File: src/rtl/cargador_instrucciones_pkg.sv
// Shared definitions for the instruction-memory loader: FSM encoding,
// fixed word geometry and the byte-insert helper used by the packer.
package cargador_instrucciones_pkg;

   typedef enum logic [2:0] {
      REPOSO   = 3'd0,
      RECIBE   = 3'd1,
      ESCRIBE  = 3'd2,
      VERIFICA = 3'd3,
      FIN      = 3'd4
   } estado_t;

   localparam int BYTES_POR_PALABRA = 4;

   // Byte k lands in bits [8k+7:8k], giving little-endian packing.
   function automatic logic [31:0] insertar_byte(input logic [31:0] palabra,
                                                 input logic [7:0]  dato,
                                                 input logic [1:0]  k);
      logic [31:0] r;
      r = palabra;
      r[{k, 3'b000} +: 8] = dato;
      return r;
   endfunction

endpackage

File: src/rtl/cargador_instrucciones.sv
// Program loader: packs a byte stream into 32-bit words, writes them to
// consecutive instruction-memory addresses and verifies a trailing XOR checksum.
module cargador_instrucciones
   import cargador_instrucciones_pkg::*;
#(
   parameter int ADDR_W = 10
) (
   input  logic              clk_i,
   input  logic              rst_i,
   input  logic              inicio_i,
   input  logic [ADDR_W:0]   longitud_i,
   input  logic [7:0]        byte_i,
   input  logic              byte_valido_i,
   output logic              byte_listo_o,
   output logic              mem_we_o,
   output logic [ADDR_W-1:0] mem_dir_o,
   output logic [31:0]       mem_dato_o,
   output logic              cpu_rst_o,
   output logic              ocupado_o,
   output logic              terminado_o,
   output logic              error_o
);

   localparam logic [ADDR_W:0] CAPACIDAD = {1'b1, {ADDR_W{1'b0}}};
   localparam logic [ADDR_W:0] UNO       = {{ADDR_W{1'b0}}, 1'b1};
   localparam logic [1:0]      ULTIMO    = 2'(BYTES_POR_PALABRA - 1);

   estado_t         estado;
   logic [ADDR_W:0] longitud;
   logic [ADDR_W:0] cuenta;
   logic [1:0]      indice;
   logic [7:0]      suma;
   logic [31:0]     palabra;
   logic            acepta;
   logic            suma_mal;

   assign acepta   = byte_valido_i & byte_listo_o;
   assign suma_mal = (byte_i != suma);

   // Loader FSM; every output is registered so byte_listo_o depends on state only.
   always_ff @(posedge clk_i or posedge rst_i) begin
      if (rst_i) begin
         estado       <= REPOSO;
         longitud     <= '0;
         cuenta       <= '0;
         indice       <= 2'd0;
         suma         <= 8'h00;
         palabra      <= 32'h0000_0000;
         byte_listo_o <= 1'b0;
         mem_we_o     <= 1'b0;
         mem_dir_o    <= '0;
         mem_dato_o   <= 32'h0000_0000;
         cpu_rst_o    <= 1'b1;
         ocupado_o    <= 1'b0;
         terminado_o  <= 1'b0;
         error_o      <= 1'b0;
      end else begin
         mem_we_o <= 1'b0;
         case (estado)
            REPOSO, FIN: begin
               if (inicio_i) begin
                  longitud  <= longitud_i;
                  cuenta    <= '0;
                  indice    <= 2'd0;
                  suma      <= 8'h00;
                  cpu_rst_o <= 1'b1;
                  if (longitud_i > CAPACIDAD) begin
                     // Illegal length: report failure at once, no writes.
                     estado       <= FIN;
                     byte_listo_o <= 1'b0;
                     ocupado_o    <= 1'b0;
                     terminado_o  <= 1'b1;
                     error_o      <= 1'b1;
                  end else begin
                     estado       <= (longitud_i == '0) ? VERIFICA : RECIBE;
                     byte_listo_o <= 1'b1;
                     ocupado_o    <= 1'b1;
                     terminado_o  <= 1'b0;
                     error_o      <= 1'b0;
                  end
               end
            end
            RECIBE: begin
               if (acepta) begin
                  palabra <= insertar_byte(palabra, byte_i, indice);
                  suma    <= suma ^ byte_i;
                  indice  <= indice + 2'd1;
                  if (indice == ULTIMO) begin
                     estado       <= ESCRIBE;
                     byte_listo_o <= 1'b0;
                     mem_we_o     <= 1'b1;
                     mem_dir_o    <= cuenta[ADDR_W-1:0];
                     mem_dato_o   <= insertar_byte(palabra, byte_i, indice);
                  end
               end
            end
            ESCRIBE: begin
               // cuenta is one bit wider than the address so a full memory never wraps.
               cuenta       <= cuenta + UNO;
               byte_listo_o <= 1'b1;
               estado       <= ((cuenta + UNO) == longitud) ? VERIFICA : RECIBE;
            end
            VERIFICA: begin
               if (acepta) begin
                  estado       <= FIN;
                  byte_listo_o <= 1'b0;
                  ocupado_o    <= 1'b0;
                  terminado_o  <= 1'b1;
                  error_o      <= suma_mal;
                  cpu_rst_o    <= suma_mal;
               end
            end
            default: begin
               estado       <= REPOSO;
               byte_listo_o <= 1'b0;
               ocupado_o    <= 1'b0;
               cpu_rst_o    <= 1'b1;
            end
         endcase
      end
   end

endmodule

File: config.mk
export PLATFORM = sky130hd
export DESIGN_NAME = cargador_instrucciones
export DESIGN_NICKNAME = d
export VERILOG_FILES = /design/src/rtl/cargador_instrucciones_pkg.sv /design/src/rtl/cargador_instrucciones.sv
export SDC_FILE = /design/constraint.sdc
export NUM_CORES = 1
export LEC_CHECK = 0
export ABC_AREA = 1
export CAP_MARGIN = 20
export CORE_ASPECT_RATIO = 1.4
export CORE_UTILIZATION = 40
export CTS_CLUSTER_DIAMETER = 30
export DETAILED_ROUTE_END_ITERATION = 8
export PLACE_DENSITY = 0.6
export SETUP_SLACK_MARGIN = 0.1
export SLEW_MARGIN = 5
export SYNTH_ARGS = -nofsm -noshare
export SYNTH_HDL_FRONTEND = slang
export SYNTH_SLANG_ARGS = --single-unit
File: constraint.sdc
create_clock -name clk_i -period 9.6 [get_ports clk_i]
set_input_delay 0.96 -clock clk_i [delete_from_list [all_inputs] [get_ports clk_i]]
set_output_delay 0.96 -clock clk_i [all_outputs]
set_load 0.05 [all_outputs]
Yosys cells after proc, flatten, opt, wreduce, memory -nomap -nowiden
Cells that the tools add are included.
{ "totals": {"inputBits": 23, "wordCells": 84, "register_bits": 115} }
{ "classes": {"mux": 35, "n_bitwise": 3, "n_addsub": 3, "order_cmp": 1, "eq_ne": 11, "shift": 2, "reduce_logical": 15} }
{ "op_table": {"columns": ["cell", "n"], "rows": [
  ["32-bit bitwise mux", 1],
  ["8-bit by 7-bit variable shift with 32-bit output (first input constant)", 1],
  ["8-bit by 7-bit variable part select with 32-bit output", 1],
  ["11-bit one-hot mux with 2 select lines", 1],
  ["8-bit two-way mux", 2],
  ["8-bit one-hot mux with 2 select lines", 1],
  ["3-bit two-way mux", 5],
  ["1-bit two-way mux", 13],
  ["3-bit one-hot mux with 4 select lines", 1],
  ["3-bit AND reduction", 4],
  ["11-bit by 1-bit adder with 11-bit output (second input constant)", 1],
  ["11-bit equality test", 1],
  ["11-bit greater-than comparator (second input constant)", 1],
  ["11-bit logical NOT", 1],
  ["11-bit two-way mux", 1],
  ["2-bit two-way mux", 4],
  ["2-bit inequality test (second input constant)", 4],
  ["8-bit inequality test", 1],
  ["8-bit bitwise XOR", 1],
  ["5-bit negation with 7-bit output", 1],
  ["3-bit by 2-bit equality test with 1-bit output (second input constant)", 2],
  ["1-bit one-hot mux with 3 select lines", 2],
  ["2-bit AND reduction", 3],
  ["2-bit nonzero test", 3],
  ["12 further kinds", 14]
]} }

Longest topological paths before layout
Gate-level depths: netlist of the first run.
{ "depth": {"depth_word": 5, "mapped_depth": 14, "ltp_nobuf": 14} }

Worst setup path after synthesis of the first run
OpenSTA, ideal clock, no wires.
{ "synth_timing": {"path_kind": "input to register", "from": "input byte_valido_i", "to": "register ocupado_o", "path_slack_ns": 7.572, "arrival_time_ns": 1.903, "stages": 7, "path_buffers": 0, "setup_ns": 0.125, "cell_sequence": "nand2_1 inv_1 nor2_1 inv_1 o21ai_2 nor3_1 mux2_2"} }
{ "synth_via": {"elab_chain_len": 3} }
{ "synth_lines": {"columns": ["element", "line_no", "rtl"], "rows": [
  ["start: declaration", "cargador_instrucciones.sv:13", "input logic byte_valido_i,"],
  ["1-bit AND", "cargador_instrucciones.sv:37", "assign acepta = byte_valido_i & byte_listo_o;"],
  ["2-bit inequality test (no line)", null, null],
  ["3-bit AND reduction (no line)", null, null],
  ["end signal: assignment", "cargador_instrucciones.sv:54", "ocupado_o <= 1'b0;"],
  ["end signal: assignment", "cargador_instrucciones.sv:71", "ocupado_o <= 1'b0;"],
  ["end signal: assignment", "cargador_instrucciones.sv:77", "ocupado_o <= 1'b1;"],
  ["end: declaration", "cargador_instrucciones.sv:19", "output logic ocupado_o,"]
]} }
Every way passes these cells.
A chain may end at the register's enable or synchronous reset.

Worst setup path in the final report of the first run
{ "layout_timing": {"from": "input byte_valido_i", "to": "register mem_dato_o[14]"} }
{ "layout_via": {"elab_chain_len": 2} }
{ "layout_lines": {"columns": ["element", "line_no", "rtl"], "rows": [
  ["1-bit AND", "cargador_instrucciones.sv:37", null],
  ["3-bit AND reduction (no line)", null, null],
  ["end signal: assignment", "cargador_instrucciones.sv:93", "mem_dato_o <= insertar_byte(palabra, byte_i, indice);"],
  ["end: declaration", "cargador_instrucciones.sv:17", "output logic [31:0] mem_dato_o,"]
]} }
Every way passes these cells.

==> flow_summary_export.csv, run 1 <==
group,metric,value,unit
logic_synthesis,synth_fp_nets,691,
worst_setup_path,reg2reg_slack,6.76,ns
min_path,hold_path.class,"reg -> reg",
clock_tree,clock_sinks,115,
clock_tree,numCtsBuffers,17,
worst_setup_path,cp.required,9.94,ns
sta,setup_violations,0,
route,met3_length,395,µm
route,routed_via_density,4.89,
sta,rsz0062_at_grt,"false",
route,ant_nets,0,
route,wl_met2,6830,µm
final_layout,final_nets,759,
clock_tree,cts_root_buf,"clkbuf_16",
power_and_ir_drop,pwr-share-clk,0.362,
logic_synthesis,synth_top_cells_by_area,"dfrtp_1 52%, nand2_1 15%, inv_1 5.7%",
worst_setup_path,cp_slowest_cell,"inv_2",
min_path,hold_start,"mem_dato_o[16]",
global_route,grt_pass1_wl,21900,µm
final_layout,design_area,6920,µm²
logic_synthesis,synth_commonest_cells,"214 x nand2_1, 114 x dfrtp_1, 82 x inv_1",
worst_setup_path,critical-path-top-delay-family,"buffers and inverters",
clock_tree,post_cts.repair.setup_buffers,0,
logic_synthesis,yosys_warnings,0,
logic_synthesis,yosys.area_share.xor_xnor,0.0161,
sta,finalSetupTns,0,ns
logic_synthesis,synthMuxAreaShare,0.0104,
power_and_ir_drop,p_seq_frac,0.357,
route,first_pass_iters,5,
power_and_ir_drop,swShare,0.336,
sta,relSlewSlack,0.432,
global_route,antenna_found_initial,0,
clock_tree,clkTransAtPathRegs,0.05,ns
global_route,first_global_vias,4638,
global_route,grt_overflow,0,
power_and_ir_drop,ir_worst_vdd,0.000140,V
logic_synthesis,synth_area,5440,µm²
final_layout,n_antenna_cell,0,
floorplan,die-area,14100,µm²
worst_setup_path,reg2reg_from,"estado[2]",
placement,hpwl,9190,µm
sta,worstMarginPinSlew,0.850,ns
power_and_ir_drop,p_per_area,276,nW/µm²
route,detail_route.iter0.violations,199,
logic_synthesis,synth-simple-area-share,0.230,
route,topRoutingLayerUsed,"met4",
min_path,whs_path_depth,2,
floorplan,boundaryPins,71,
clock_tree,htreeDepth,4,
route,wl_met1,5490,µm
sta,period_needed,3.08,ns
worst_setup_path,crit_path_max_fanout,67,
sta,fin_crit_sh,0.321,
logic_synthesis,yosysSeqAreaShare,0.530,
power_and_ir_drop,p_leak,3.30,nW
logic_synthesis,synth_top_family_by_area,"simple AND/OR/NAND/NOR gates",
route,wire_per_inst,14.1,µm
logic_synthesis,async_flop_share,1.00,
logic_synthesis,synth-main-ff-cell,"dfrtp_1",
run,cap_violations,0,
power_and_ir_drop,p_comb_frac,0.281,
logic_synthesis,synthAdderAreaFrac,0.0161,
logic_synthesis,netlist.area_leader.share,0.525,
clock_tree,postCtsHoldBufs,0,
route,vias,4522,
clock_tree,ctsResizeCount,0,
placement,placed_area,6250,µm²
logic_synthesis,synth_enable_flop_cells,0,
logic_synthesis,synth_area_leader_cell,"dfrtp_1",
global_route,grtUsageTotal,0.201,
floorplan,die_h,140,µm
worst_setup_path,crit_chain,"clkdlybuf4s50_1 -> nand2_1 -> nor2_4 -> buf_4 -> nand2_4 -> inv_2 -> nand2_1 -> nand2_1",
worst_setup_path,r2r-end,"mem_dato_o[14]",
logic_synthesis,synth.avg_cell_area,8.22,µm²
logic_synthesis,ys_ff_latch,115,
worst_setup_path,path_buf_inv,3,
floorplan,coreArea,13300,µm²
worst_setup_path,cp.depth,8,
floorplan,chipWidth,101,µm
worst_setup_path,rr_worst_depth,8,
worst_setup_path,path_class,"in -> reg",
sta,hold_viol,0,
clock_tree,clk_latency,0.41,ns
worst_setup_path,slowest_delay,0.56,ns
placement,io_buffers,70,
sta,skew,0.00793,ns
floorplan,start_util,0.408,
worst_setup_path,critPathCaptureType,"register",
sta,fmaxAchievable,324,MHz
outcome,outcome,"completed",
min_path,hold_end,"mem_dato_o[16]",
power_and_ir_drop,p_sw,0.641,mW
floorplan,rows,50,
final_layout,areaGrowthSynthToFinish,27.3,%
clock_tree,clockBufferDepth,2,
worst_setup_path,arrival,3.42,ns
logic_synthesis,synth_most_common_cell,"nand2_1",
logic_synthesis,synthCells,661,
global_route,grt_max_degree,84,
logic_synthesis,synth_cell_types,32,
worst_setup_path,worstSetupStartpointType,"input port",
route,drcViolationCount,0,
sta,slew_violations,0,
power_and_ir_drop,intPower,1.27,mW
logic_synthesis,synth_compound_area_frac,0.113,
final_layout,drive_gt1_frac,0.0741,
clock_tree,cts_tree,"done",
route,finalWirelength,13000,µm
worst_setup_path,crit_path_frequent_cell,"nand2_1",
placement,globalplace.congestion,0.842,
==> per-stage QoR <==
| step | util | hold slack, ns | setup slack (ns) | instances | power, mW |
|---|---|---|---|---|---|
| final | 0.519 | 0.473 | 6.52 | 924 | 1.91 |
| after global routing | 0.519 | 0.491 | 6.28 | 924 | 2.03 |
| after CTS | 0.517 | 0.481 | 6.52 | 923 | 1.92 |
| after detailed placement | 0.469 | 0.466 | 6.09 | 891 | 1.22 |
| after global placement | 0.469 | 0.464 | 6.16 | 891 | 1.21 |
| after floorplan | - | 0.466 | 5.60 | 661 | 1.07 |
==> worst reg2reg max path, delay by kind of cell, from the launching register on <==
kind / cells / cell delay, ns
buf+inv: 3 / 1.21
simple gates: 5 / 1.15
flops: 1 / 0.42
==> power by group through the flow <==
stage	Combinational [mW]	Sequential (mW)	Clock (mW)
final	0.536	0.682	0.690
after global routing	0.603	0.697	0.727
after CTS	0.540	0.682	0.702
after detailed placement	0.534	0.690	0
after global placement	0.525	0.684	0
after floorplan	0.364	0.710	0
==> state kept, by name, summed over array words and instances, names as in the netlist, 2 cells and up <==
name / flops
cuenta: 11
suma: 8
longitud: 11
mem_dato_o: 32
mem_dir_o: 10
estado: 3
indice: 2
palabra: 32
==> cell families (layout without fill, tap and decap cells) <==
family / count (synthesis) / count (layout)
AND/OR/NAND/NOR: 299 / 299
flip-flops: 115 / 115
AO/OA/AOI/OAI: 114 / 114
buffers and inverters: 111 / 192
XOR/XNOR: 10 / 10
adder cells (fa/ha/maj): 7 / 7
multiplexers: 5 / 5
==> cell type report <==
cell class / instances / area [µm²]
multi-input combinational: 435 / 2100
inverter: 87 / 329
tap: 182 / 228
sequential: 115 / 2880
clock buffer: 21 / 460
clock inverter: 11 / 184
timing repair buffer: 73 / 743
fill: 1258 / 6400
==> per-layer routing <==
metal,GRT usage,vias up
met5,0,-
li1,-,2269
met2,0.351,92
met1,0.229,2136
met3,0.0474,25
met4,0.0976,0
==> worst max-delay path by stage <==
stage / startpoint / to / slack, ns
floorplan: rst_i / byte_listo_o / 5.60
global placement: byte_valido_i / mem_dato_o[23] / 6.16
CTS: byte_valido_i / mem_dato_o[14] / 6.52
global route: byte_valido_i / mem_dato_o[7] / 6.28
detailed placement: byte_valido_i / mem_dato_o[14] / 6.09
finish: byte_valido_i / mem_dato_o[14] / 6.52
==> placed cells by master, fill, tap and decap left out, types with 2 or more instances in the layout <==
cell type,synthesis,routed
a21oi_1,3,3
buf_4,6,2
bufinv_16,0,5
clkbuf_1,5,2
clkbuf_16,0,17
clkbuf_8,0,2
clkdlybuf4s50_1,0,70
clkinv_2,0,5
dfrtp_1,114,114
ha_1,7,7
inv_1,82,81
inv_2,5,5
mux2_2,4,4
nand2_1,214,214
nand2_2,2,2
nand3_1,38,38
nand3b_1,3,3
nand4_1,9,9
nor2_1,23,23
nor2_2,2,2
nor2_4,2,2
nor3_1,2,2
o21ai_0,47,47
o21ai_1,32,32
o21ai_2,2,2
o22ai_1,30,30
xnor2_1,8,8
xor2_1,2,2
No activity file was read; power rests on OpenSTA's default activity.
==> run 2: changes to the inputs <==
- PLACE_DENSITY: 0.6 -> 0.62
- clock period: 9.6 -> 2.8 ns (I/O delays scaled with it)
==> run 2 against run 1 <==
Cell count up 0.22%. Clock power grew to 3.2 times the previous value. Critical path depth unchanged. Combinational power rose to 3.4 times the previous value. Die area unchanged. Global-route usage up 0.35 points. Final area fell by 0.14%. Via count increased by 1.7%. Largest cell class unchanged.
==> flow_summary_export.csv, run 2 (same netlist as run 1, synthesis figures left out) <==
group,metric,value,unit
global_route,antenna_found_initial,0,
floorplan,coreArea,13300,µm²
global_route,grtUsageMet2,0.366,
worst_setup_path,path_class,"reg -> reg",
sta,period_needed,2.26,ns
route,ant_nets,0,
final_layout,drive_gt1_frac,0.0780,
final_layout,utilization,0.519,
clock_tree,clk_latency,0.41,ns
global_route,grt_use_met3,0.0499,
worst_setup_path,crit_path_max_fanout,13,
sta,finalSetupTns,0,ns
sta,relSlewSlack,0.584,
clock_tree,clockBufferDepth,2,
placement,globalplace.congestion,0.881,
sta,fmaxAchievable,442,MHz
placement,dp_slack,0.593,ns
clock_tree,clkTransAtPathRegs,0.05,ns
clock_tree,clock_sinks,115,
global_route,grt_pass1_wl,22300,µm
final_layout,n_antenna_cell,0,
worst_setup_path,cp_slowest_cell,"dfrtp_1",
global_route,grt_max_degree,76,
floorplan,boundaryPins,71,
clock_tree,ctsResizeCount,0,
sta,rsz0062_at_grt,"false",
worst_setup_path,arrival,2.60,ns
power_and_ir_drop,p_per_area,927,nW/µm²
global_route,grt_overflow,0,
global_route,grtUsageTotal,0.205,
power_and_ir_drop,ir_worst_vdd,0.000469,V
sta,skew,0.00934,ns
placement,io_buffers,70,
route,routed_via_density,4.97,
route,wire_per_inst,14.2,µm
clock_tree,post_cts.repair.setup_buffers,0,
clock_tree,postCtsHoldBufs,0,
placement,placed_area,6300,µm²
worst_setup_path,crit_chain,"inv_1 -> ha_1 -> inv_1 -> nor2_1 -> nand4_1 -> o21ai_0 -> nand2_1 -> o21ai_1",
worst_setup_path,cp.required,3.14,ns
worst_setup_path,worstSetupStartpointType,"register",
run,cap_violations,0,
floorplan,rows,50,
global_route,first_global_vias,4648,
worst_setup_path,critPathCaptureType,"register",
power_and_ir_drop,p_leak,3.29,nW
floorplan,die_h,140,µm
final_layout,nFillCells,1267,
worst_setup_path,startpoint,"indice[0]",
sta,slew_violations,0,
final_layout,design_area,6910,µm²
clock_tree,htreeDepth,4,
worst_setup_path,crit_path_frequent_cell,"inv_1",
route,detail_route.iter0.violations,254,
final_layout,reg_top3,"mem_dato_o x32, palabra x32",
floorplan,die-area,14100,µm²
final_layout,areaGrowthSynthToFinish,27.1,%
floorplan,chipWidth,101,µm
worst_setup_path,reg2reg_from,"indice[0]",
sta,worstMarginPinSlew,0.622,ns
route,finalWirelength,13100,µm
final_layout,layout_commonest_cell,"nand2_1",
route,vias,4599,
placement,hpwl,9340,µm
min_path,hold_path.class,"in -> async",
final_layout,layout.cells.most_common_list,"214 x nand2_1, 114 x dfrtp_1, 81 x inv_1",
route,first_pass_iters,5,
floorplan,start_util,0.408,
sta,worst_slack,0.538,ns
route,drcViolationCount,0,
global_route,gr-max-usage-layer,"met2",
worst_setup_path,slowest_delay,0.56,ns
clock_tree,cts_tree,"done",
sta,fin_crit_sh,0.808,
global_route,grt.met1_usage,0.229,
sta,setup_violations,0,
outcome,outcome,"completed",
sta,hold_viol,0,
clock_tree,cts_root_buf,"clkbuf_16",
clock_tree,numCtsBuffers,17,
final_layout,final_nets,761,
run 2: layer usage:
layer  wire length [µm]  vias up
met5                  0        -
met3                644       26
met4                335        0
li1                   -     2267
met2               6990      128
met1               5170     2178
run 2: final timing paths:
check / endpoint / slack (ns) / cells after the start
setup / recovery: palabra[19] / 0.54 / 8
hold / removal: mem_dir_o[6] / 0.31 / 3
setup reg to reg: palabra[19] / 0.54 / 8
hold reg to reg: mem_dato_o[11] / 0.47 / 2
max in group asynchronous: palabra[22] / 2.11 / 3
min in group clk_i: longitud[1] / 0.45 / 3
run 2: metrics by stage:
stage / total power, mW / hold slack, ns / instances
2_1_floorplan: 3.68 / 0.431 / 661
4_1_cts: 6.45 / 0.304 / 926
6_report: 6.41 / 0.307 / 926
3_3_place_gp: 4.13 / 0.461 / 894
5_1_grt: 6.80 / 0.331 / 926
3_5_place_dp: 4.19 / 0.467 / 894
run 2: layout make-up:
class	count	area, µm²	area share
Sequential cell	115	2880	0.417
Multi-Input combinational cell	435	2100	0.303
Timing Repair Buffer	75	763	0.110
Clock buffer	22	484	0.0701
Inverter	87	330	0.0478
Tap cell	182	228	0.0330
Clock inverter	10	129	0.0186
run 2: where the power goes:
group	switching [mW]	total, mW	internal [mW]
Sequential	0.234	2.33	2.10
Combinational	1.21	1.84	0.634
Clock	0.746	2.23	1.48
run 2: worst max-delay path, delay by kind of cell, from the launching register on:
kind / cells / cell delay, ns
AOI/OAI and AO/OA: 2 / 0.25
buffers and inverters: 2 / 0.32
adders and majority gates: 1 / 0.38
DFF: 1 / 0.56
and+or+nand+nor: 3 / 0.68
==> run 3: changes to the inputs <==
- clock period: 2.8 -> 2.05 ns (I/O delays scaled with it)
==> run 3 against run 2 <==
Register-to-register slack worse by 0.26 ns. Global-route usage is 0.63 points lower. Routed wire length is 1.6% lower. Flip-flop and latch count stayed put. Final area is 0.74% higher. Die area stayed put. Non-clock buffer count is 8 higher. Critical endpoint is now byte_listo_o. Largest cell class unchanged.
==> flow_summary_export.csv, run 3 (same netlist as run 1, synthesis figures left out) <==
group,metric,value,unit
clock_tree,cts_tree,"done",
clock_tree,cts_root_buf,"clkbuf_16",
worst_setup_path,path_buf_inv,1,
clock_tree,clockBufferDepth,2,
outcome,outcome,"completed",
route,first_pass_iters,4,
sta,rsz0062_at_grt,"false",
final_layout,n_antenna_cell,0,
sta,finalSetupTns,0,ns
worst_setup_path,crit_path_max_fanout,3,
floorplan,die-area,14100,µm²
global_route,grt_max_degree,116,
route,wire_per_inst,13.8,µm
floorplan,die_h,140,µm
power_and_ir_drop,power.total,8.80,mW
sta,fmaxAchievable,550,MHz
worst_setup_path,critPathCaptureType,"output port",
sta,hold_viol,0,
power_and_ir_drop,p_per_area,1260,nW/µm²
global_route,first_global_vias,4678,
min_path,hold_path.class,"in -> async",
worst_setup_path,r2r-end,"suma[3]",
global_route,grtUsageTotal,0.199,
sta,worst_slack,0.231,ns
clock_tree,clkTransAtPathRegs,0.05,ns
worst_setup_path,reg2reg_from,"estado[2]",
worst_setup_path,worstSetupStartpointType,"register",
final_layout,areaGrowthSynthToFinish,28.1,%
route,routed_via_density,4.82,
final_layout,final_nets,769,
worst_setup_path,slowest_delay,0.82,ns
placement,dp_slack,0.165,ns
run,cap_violations,0,
floorplan,start_util,0.408,
route,finalWirelength,12900,µm
placement,io_buffers,70,
global_route,grt_use_met3,0.0394,
worst_setup_path,arrival,1.61,ns
worst_setup_path,crit_chain,"clkdlybuf4s50_1",
power_and_ir_drop,p_leak,3.32,nW
global_route,grt_pass1_wl,21700,µm
clock_tree,numCtsBuffers,17,
worst_setup_path,critical-path-top-delay-family,"buffers and inverters",
final_layout,nFillCells,1237,
clock_tree,htreeDepth,4,
sta,setup_violations,0,
worst_setup_path,cp_slowest_cell,"clkdlybuf4s50_1",
global_route,grt_overflow,0,
worst_setup_path,reg2reg_slack,0.28,ns
global_route,grtUsageMet2,0.343,
sta,period_needed,1.82,ns
floorplan,coreArea,13300,µm²
sta,fin_crit_sh,0.887,
final_layout,drive_gt1_frac,0.0904,
placement,hpwl,9090,µm
worst_setup_path,cp.depth,1,
route,ant_nets,0,
final_layout,layout_commonest_cell,"nand2_1",
clock_tree,clock_sinks,115,
route,detail_route.iter0.violations,232,
floorplan,rows,50,
global_route,gr-max-usage-layer,"met2",
route,drcViolationCount,0,
global_route,grt.met1_usage,0.233,
power_and_ir_drop,ir_worst_vdd,0.000589,V
final_layout,reg_top3,"mem_dato_o x32, palabra x32",
route,vias,4505,
final_layout,layout.cells.most_common_list,"214 x nand2_1, 114 x dfrtp_1, 81 x inv_1",
sta,hold_ws,0.305,ns
floorplan,boundaryPins,71,
worst_setup_path,path_class,"reg -> out",
global_route,antenna_found_initial,0,
worst_setup_path,cp.required,1.85,ns
worst_setup_path,rr_worst_depth,6,
sta,worstMarginPinSlew,0.625,ns
clock_tree,post_cts.repair.setup_buffers,0,
sta,relSlewSlack,0.583,
sta,slew_violations,0,
placement,globalplace.congestion,0.842,
clock_tree,postCtsHoldBufs,0,
sta,skew,0.00520,ns
clock_tree,clk_latency,0.41,ns
floorplan,chipWidth,101,µm
run 3: per-stage QoR:
stage	cells	cell area, µm²	utilization
2_1_floorplan	661	5440	-
3_3_place_gp	902	6340	0.476
3_5_place_dp	902	6340	0.476
4_1_cts	934	6950	0.522
5_1_grt	934	6960	0.522
6_report	934	6960	0.522
run 3: metal layers:
layer	vias up	part of all wire
met5	-	0
met1	2088	0.41
met3	30	0.038
met2	106	0.52
met4	0	0.030
li1	2281	-
run 3: cell type report:
class,count,area [µm²],area share
Clock inverter,13,158,0.0226
Timing Repair Buffer,83,810,0.116
Inverter,87,330,0.0474
Tap cell,182,228,0.0327
Sequential cell,115,2880,0.414
Multi-Input combinational cell,435,2100,0.302
Clock buffer,19,453,0.0651
run 3: power breakdown:
group	internal [mW]	switching (mW)	total, mW
Sequential	2.86	0.293	3.16
Combinational	0.940	1.70	2.64
Clock	1.97	1.04	3.01
run 3: how the worst max path moves through the flow:
stage	start	to	slack, ns
floorplan	byte_listo_o	ocupado_o	0.26
global placement	byte_valido_i	ocupado_o	0.25
finish	byte_listo_o	byte_listo_o	0.23
CTS	byte_listo_o	byte_listo_o	0.22
detailed placement	byte_valido_i	error_o	0.16
global route	cuenta[0]	estado[1]	0.11
run 3: what timing repair did:
| item | in CTS | in global routing |
|---|---|---|
| setup endpoints to repair | 1 | 1 |
| hold endpoints to repair | 0 | 0 |
| gates resized for setup | 1 | 2 |
